### config.mk
export PLATFORM = sky130hd
export DESIGN_NAME = lsu_rmw
export DESIGN_NICKNAME = d
export VERILOG_FILES = /design/src/rtl/lsu_rmw.sv
export SDC_FILE = /design/constraint.sdc
export NUM_CORES = 1
export LEC_CHECK = 0
export ABC_AREA = 1
export CORE_MARGIN = 2
export CORE_UTILIZATION = 37
export CTS_BUF_LIST = sky130_fd_sc_hd__clkbuf_16
export DETAILED_ROUTE_END_ITERATION = 8
export GPL_TIMING_DRIVEN = 0
export PLACE_DENSITY = 0.68
export SLEW_MARGIN = 20
export SYNTH_ARGS = -nofsm -noshare
export SYNTH_HDL_FRONTEND = slang
export SYNTH_SLANG_ARGS = --single-unit
### constraint.sdc
create_clock -name clk -period 3.82 [get_ports clk]
set_clock_uncertainty 0.2 [all_clocks]
set_input_delay 0.382 -clock clk [delete_from_list [all_inputs] [get_ports clk]]
set_output_delay 0.382 -clock clk [all_outputs]
set_load 0.03 [all_outputs]
### src/rtl/lsu_rmw.sv
// rtl/lsu_rmw.sv - RV32 load/store unit doing read-modify-write sub-word stores on a mem_1r1w
// Define LSU_MISALIGN_CHK_EN to turn misaligned H/W accesses into error responses.
module lsu_rmw #(
  parameter int ADDR_W = 4,
  parameter int DATA_W = 32
) (
  input  logic              clk,
  input  logic              rst,
  input  logic              req_valid,
  output logic              req_ready,
  input  logic              req_we,
  input  logic [2:0]        req_funct3,
  input  logic [31:0]       req_addr,
  input  logic [DATA_W-1:0] req_wdata,
  output logic              resp_valid,
  output logic [DATA_W-1:0] resp_rdata,
  output logic              resp_err,
  output logic [ADDR_W-1:0] mem_rd_addr,
  input  logic [DATA_W-1:0] mem_rd_dout,
  output logic [ADDR_W-1:0] mem_wr_addr,
  output logic [DATA_W-1:0] mem_wr_din,
  output logic              mem_we
);

`ifdef LSU_MISALIGN_CHK_EN
  localparam bit MISALIGN_CHK = 1'b1;
`else
  localparam bit MISALIGN_CHK = 1'b0;
`endif

  typedef enum logic [2:0] {IDLE, RD, DATA, WR, MERGE, RESP} state_t;

  state_t              state;
  logic                we_q;
  logic [2:0]          f3_q;
  logic [ADDR_W+1:0]   addr_q;
  logic [DATA_W-1:0]   wdata_q;
  logic [7:0]          rd_byte;
  logic [15:0]         rd_half;
  logic [DATA_W-1:0]   load_data;
  logic [DATA_W-1:0]   merged;
  logic                req_bad;

  wire unused_addr_bits = &{1'b0, req_addr[31:ADDR_W+2]};

  // Byte and unsigned loads never fault; BU/HU are load-only encodings.
  always_comb begin
    req_bad = 1'b0;
    case (req_funct3)
      3'b000:         req_bad = 1'b0;
      3'b001:         req_bad = MISALIGN_CHK & req_addr[0];
      3'b010:         req_bad = MISALIGN_CHK & (|req_addr[1:0]);
      3'b100, 3'b101: req_bad = req_we;
      default:        req_bad = 1'b1;
    endcase
  end

  always_comb begin
    rd_byte   = mem_rd_dout[{addr_q[1:0], 3'b000} +: 8];
    rd_half   = mem_rd_dout[{addr_q[1], 4'b0000} +: 16];
    load_data = mem_rd_dout;
    case (f3_q)
      3'b000:  load_data = {{(DATA_W-8){rd_byte[7]}}, rd_byte};
      3'b001:  load_data = {{(DATA_W-16){rd_half[15]}}, rd_half};
      3'b100:  load_data = {{(DATA_W-8){1'b0}}, rd_byte};
      3'b101:  load_data = {{(DATA_W-16){1'b0}}, rd_half};
      default: load_data = mem_rd_dout;
    endcase
  end

  // Only SB (funct3 000) and SH (001) reach MERGE.
  always_comb begin
    merged = mem_rd_dout;
    if (f3_q[0])
      merged[{addr_q[1], 4'b0000} +: 16] = wdata_q[15:0];
    else
      merged[{addr_q[1:0], 3'b000} +: 8] = wdata_q[7:0];
  end

  assign req_ready   = rst & (state == IDLE);
  assign mem_rd_addr = addr_q[ADDR_W+1:2];
  assign mem_wr_addr = addr_q[ADDR_W+1:2];
  assign mem_wr_din  = (state == MERGE) ? merged : wdata_q;
  assign mem_we      = rst & ((state == WR) | (state == MERGE));

  always_ff @(posedge clk) begin
    if (!rst) begin
      state      <= IDLE;
      resp_valid <= 1'b0;
      resp_rdata <= '0;
      resp_err   <= 1'b0;
      we_q       <= 1'b0;
      f3_q       <= 3'b000;
      addr_q     <= '0;
      wdata_q    <= '0;
    end else begin
      resp_valid <= 1'b0;
      case (state)
        IDLE: begin
          if (req_valid) begin
            we_q       <= req_we;
            f3_q       <= req_funct3;
            addr_q     <= req_addr[ADDR_W+1:0];
            wdata_q    <= req_wdata;
            resp_rdata <= '0;
            resp_err   <= 1'b0;
            if (req_bad) begin
              resp_err   <= 1'b1;
              resp_valid <= 1'b1;
              state      <= RESP;
            end else if (req_we && req_funct3 == 3'b010) begin
              state <= WR;
            end else begin
              state <= RD;
            end
          end
        end
        RD:    state <= we_q ? MERGE : DATA;
        DATA: begin
          resp_rdata <= load_data;
          resp_valid <= 1'b1;
          state      <= RESP;
        end
        WR, MERGE: begin
          resp_valid <= 1'b1;
          state      <= RESP;
        end
        RESP: begin
          resp_rdata <= '0;
          resp_err   <= 1'b0;
          state      <= IDLE;
        end
        default: state <= IDLE;
      endcase
    end
  end

endmodule

==> results.cfg, run 1 <==
[grt]
busiest_layer = met2
antenna_found_initial = 0
grt_start_max_net_pins = 22
grt_util_met3 = 0.03524
first_global_vias = 5022
grt_pass1_wl_um = 27120
grt.total_usage = 0.2414
met2_usage = 0.3761
grt-ovfl-total = 0
grtUsageMet1 = 0.3320

[logic_synthesis]
synth_top_flop_cell = dfxtp_1
ys_seq_area_frac = 0.3113
yosys.area.top_type = dfxtp_1
yosys_warnings = 0
syn_inst = 733
avgSynthCellArea_um2 = 6.932
synth_most_common_cell = nand2_1
synth_edf_count = 0
synth_common_cells = 171 x nand2_1, 79 x dfxtp_1, 78 x a21oi_1
syn_area_um2 = 5081
syn_nets = 841
async_reset_ff_frac = 0
yosys.area.top_type_share = 0.3113
ys_ff_latch = 79
synthTopCellsByArea = dfxtp_1 31%, nand2_1 13%, a21oi_1 7.7%
yosysUniqueCellTypes = 36

[setup_path]
worstPathArrival_ps = 3020
crit_chain = buf_4 > inv_4 > ha_1 > inv_1 > nor2_1 > nand3_1 > o22ai_1 > nand2_1 > a21oi_1 > clkdlybuf4s50_1
rrSetupSlack_ps = 1920
path_max_fanout = 21
required_ps = 3240
endpoint_kind = output pin
cpPeakStageDelay_ps = 720
crit_slowest_cell = clkdlybuf4s50_1
worst-setup-path-type = flip-flop to output pin
startpoint_type = flip-flop

[drt]
drt_iter0_drc = 389
wire_per_inst_um = 16.22
antenna_left = 0
vias = 5492
first_pass_iters = 5
vias_per_cell = 5.114
drc = 0
drt_wl_total_um = 17420

[clocking]
holdBufCountCts = 0
cts_tree = built
clk_path_buf_depth = 2
cts_sinks = 79
clock_latency_ps = 350
numCtsBuffers = 9
cts_root_buffer = clkbuf_16
htreeDepth = 3
clk_pin_slew_ps = 60

[timing]
hold_violations = 0
fin_crit_sh = 0.9430
setup_viol = 0
slew_headroom = 0.4452
setup_ws_ps = 217.6
fin_setup_tns_ps = 0
rsz0062_at_grt = no
worst_pin_slew_ps = 832.1
fmax_mhz = 277.6
finalCriticalPeriod_ps = 3602
drv_slew = 0

[power]
power_w = 0.004833
peakVddDrop_mv = 0.3371
power.density_nw_per_um2 = 681.0
p_leak_nw = 2.894

[floorplanning]
rows = 42
pin_count = 179
die_w_um = 121.2
initial_core_util = 0.3807
die_height_um = 121.2
die_area_um2 = 14690
coreArea_um2 = 13350

[job]
cap_viol_max_count = 0

[cells_and_area]
nets = 1001
final_core_util = 0.5317
diodes = 0
multi_input_area_um2 = 2920
regArea_um2 = 1582
syn_to_final_growth_pct = 39.67
n_fill_cell = 1375
drive_gt1_frac = 0.1526

[place]
gp_congestion = 0.9661
post-place-ws_ps = 140.6
portBuffers = 151
dp.final_hpwl_um = 14040

[worst_hold_path]
hold_path.class = input pin to flip-flop

[outcome]
status = finished clean
==> layer usage <==
metal	up-vias	part of all wire
li1	2743	-
met1	2497	0.45
met2	213	0.46
met3	39	0.065
met4	0	0.033
met5	-	0
==> worst paths after layout <==
path | start | to | cells after the start
setup / recovery | addr_q[1] | mem_wr_din[16] | 10
hold / removal | req_valid | wdata_q[19] | 3
setup reg to reg | addr_q[1] | resp_rdata[26] | 10
hold reg to reg | wdata_q[29] | wdata_q[29] | 2
==> sequential cells by signal, indices dropped and copies added, names as in the netlist <==
name and flops:
resp_rdata 32, wdata_q 32, addr_q 6, f3_q 3
state 3, resp_err 1, resp_valid 1, we_q 1
==> cell families (layout without fill, tap and decap cells) <==
kind of cell	count (synthesis)	count (layout)	synth area share
AO/OA/AOI/OAI	214	214	0.2536
adder cells (fa/ha/maj)	5	5	0.01231
AND/OR/NAND/NOR	313	313	0.3088
flip-flops	79	79	0.3113
buffers and inverters	122	287	0.1140
==> critical path: cells and delay by family (launching register included) <==
| family | cells | cell delay [ps] |
|---|---|---|
| buffers and inverters | 4 | 1090 |
| DFF | 1 | 360 |
| and+or+nand+nor | 3 | 460 |
| AOI/OAI and AO/OA | 2 | 450 |
| adders and majority gates | 1 | 310 |
==> layout by cell type (no fill, tap or decap), drive strengths merged <==
cell and n:
a211oi 2, a21oi 111, a22oi 8, buf 33, bufinv 1, clkbuf 29
clkdlybuf4s50 151, clkinv 2, clkinvlp 2, dfxtp 79, ha 5, inv 69
nand2 209, nand3 64, nor2 36, nor3 1, nor3b 1, o211ai 7
o21ai 59, o22a 1, o22ai 26, or2 2
==> power breakdown <==
part	switching, W	leakage [nW]	internal [W]
Combinational	0.00182	2.10	0.00105
Sequential	0.000133	0.646	0.000987
Clock	0.000339	0.144	0.000500
Total	0.00229	2.89	0.00254
==> what timing repair did <==
item / CTS / global route
gates resized for setup: 0 / 0
endpoints found under the setup margin: 22 / 1
buffers inserted: 0 / 0
==> per-stage QoR <==
stage / std cells / cell area, um^2 / hold WS (ps)
finish: 1074 / 7097 / 220.0
global route: 1074 / 7097 / 258.2
CTS: 1075 / 7101 / 211.1
detailed placement: 1060 / 6813 / 254.1
global placement: 1060 / 6813 / 250.4
floorplan: 733 / 5081 / 229.8
==> cell type report <==
type | instances | area share
tap | 176 | 0.03103
timing repair buffer | 151 | 0.2130
clock buffer | 9 | 0.03173
buffer | 53 | 0.04408
multi-input combinational | 532 | 0.4115
sequential | 79 | 0.2228
clock inverter | 7 | 0.009344
inverter | 67 | 0.03649
Note: power is estimated with default switching activity, not from simulation.
==> inputs of run 2 (changes only) <==
--- a/config.mk
+++ b/config.mk
@@ -7,11 +7,11 @@
 export LEC_CHECK = 0
 export ABC_AREA = 1
 export CORE_MARGIN = 2
-export CORE_UTILIZATION = 37
+export CORE_UTILIZATION = 45
 export CTS_BUF_LIST = sky130_fd_sc_hd__clkbuf_16
 export DETAILED_ROUTE_END_ITERATION = 8
 export GPL_TIMING_DRIVEN = 0
-export PLACE_DENSITY = 0.68
+export PLACE_DENSITY = 0.8
 export SLEW_MARGIN = 20
 export SYNTH_ARGS = -nofsm -noshare
 export SYNTH_HDL_FRONTEND = slang
==> run 2 against run 1 <==
Against the previous run: cell count down 3.4%; core utilization up 12 points; combinational power about the same; cell area down 0.30%; via count about the same; die area down 17%; critical path type unchanged.
==> results.cfg, run 2 (synthesis gave the netlist of run 1 again) <==
[outcome]
status = finished clean

[cells_and_area]
mostFrequentLayoutCells = 171 x nand2_1, 151 x clkdlybuf4s50_1, 79 x dfxtp_1
final_area_um2 = 7076
drive_gt1_frac = 0.1526
syn_to_final_growth_pct = 39.25
nets = 1002
final_common_cell = nand2_1
top_regs = resp_rdata (32), wdata_q (32), addr_q (6)
diodes = 0

[grt]
first_global_vias = 5055
grt_start_max_net_pins = 22
grt.total_usage = 0.2736
grt_pass1_wl_um = 25390
grt-ovfl-total = 0
antenna_found_initial = 0

[clocking]
clock_latency_ps = 340
htreeDepth = 3
numCtsBuffers = 9
cts_tree = built
cts_root_buffer = clkbuf_16
clk_path_buf_depth = 2
cts_sinks = 79
clk_pin_slew_ps = 60
cts_resized = 0

[power]
peakVddDrop_mv = 0.4014
p_leak_nw = 2.904
power.density_nw_per_um2 = 690.7

[timing]
fmax_mhz = 278.6
slew_headroom = 0.4623
drv_slew = 0
fin_setup_tns_ps = 0
hold_violations = 0
rsz0062_at_grt = no
finalCriticalPeriod_ps = 3589
worst_pin_slew_ps = 806.5
fin_crit_sh = 0.9395
setup_viol = 0

[setup_path]
path_buf_inv = 4
endpoint_kind = output pin
path_max_fanout = 21
cp_top_family = buffers and inverters
worstPathArrival_ps = 3010
startpoint_type = flip-flop
r2r-start = addr_q[1]
cpPeakStageDelay_ps = 710
worst-setup-path-type = flip-flop to output pin
required_ps = 3240
crit_chain = buf_4 > inv_4 > ha_1 > inv_1 > nor2_1 > nand3_1 > o22ai_1 > nand2_1 > a21oi_1 > clkdlybuf4s50_1
crit_slowest_cell = clkdlybuf4s50_1
crit_start = addr_q[1]

[place]
dp.final_hpwl_um = 12940
gp_congestion = 0.9849
placed_cell_area_um2 = 6768
portBuffers = 151

[floorplanning]
die_w_um = 110.3
rows = 38
initial_core_util = 0.4646
coreArea_um2 = 10940
die_area_um2 = 12160
die_height_um = 110.3
pin_count = 179

[worst_hold_path]
hold_start = req_valid
hold_path.class = input pin to flip-flop

[drt]
drc = 0
first_pass_iters = 5
drt_wl_total_um = 16410
antenna_left = 0
vias = 5496
vias_per_cell = 5.295
wire_per_inst_um = 15.80
drt_iter0_drc = 402

[job]
cap_viol_max_count = 0
[run 2: cell count changes in the layout (fill, tap and decap cells not counted), sizes merged]
cell,before,now
clkinvlp,2,0
clkinv,2,4
bufinv,1,2
inv,69,67
clkbuf,29,30
[run 2: per-stage QoR]
step	hold slack (ps)	cells	total power (W)	worst slack (ps)	utilization
floorplan	229.8	733	0.003065	1116	-
global placement	249.5	1024	0.003937	258.7	0.6189
detailed placement	255.2	1024	0.003965	228.2	0.6189
CTS	218.5	1038	0.004874	277.2	0.6470
global route	261.0	1038	0.005161	46.59	0.6470
finish	225.1	1038	0.004887	231.2	0.6470
[run 2: what timing repair did]
action / CTS / global route
setup buffers: 0 / 0
endpoints found under the setup margin: 16 / 0
hold buffers: 0 / 0
endpoints found under the hold margin: 0 / 0
[run 2: layout make-up]
type | instances | area (um^2)
fillers | 993 | 3860
clock buffers | 9 | 225.2
repair buffers | 151 | 1511
well taps | 140 | 175.2
clock inverters | 6 | 86.33
inverters | 67 | 259.0
flip-flops and latches | 79 | 1582
plain buffers | 54 | 316.6
multi-input cells | 532 | 2920
[run 2: power breakdown]
group / internal, W / switching (W) / leakage (nW)
Sequential: 0.000987 / 0.000131 / 0.646
Clock: 0.000567 / 0.000338 / 0.153
Combinational: 0.00105 / 0.00181 / 2.11
Total: 0.00261 / 0.00228 / 2.90
[run 2: worst paths after layout]
check	endpoint	slack (ps)	depth (start not counted)
hold reg to reg	wdata_q[28]	270	2
setup reg to reg	resp_rdata[27]	1940	9
setup / recovery	mem_wr_din[16]	230	10
hold / removal	wdata_q[19]	230	3
[run 2: layer usage]
metal	up-vias	global-route usage	wire length, um
met2	285	0.4430	7479
li1	2745	-	-
met1	2419	0.3613	7022
met4	0	0.1196	550
met5	-	0	0
met3	47	0.04115	1352
[run 2: worst min-delay path, stage by stage]
cell and delay (ps):
clkbuf_1 160, nand3_1 120, a21oi_1 60
==> inputs of run 3 (changes only) <==
--- a/config.mk
+++ b/config.mk
@@ -6,6 +6,7 @@
 export NUM_CORES = 1
 export LEC_CHECK = 0
 export ABC_AREA = 1
+export CAP_MARGIN = 0
 export CORE_MARGIN = 2
 export CORE_UTILIZATION = 45
 export CTS_BUF_LIST = sky130_fd_sc_hd__clkbuf_16
==> results of run 3 <==
Final layout, timing and power as in run 2 (identical DEF).
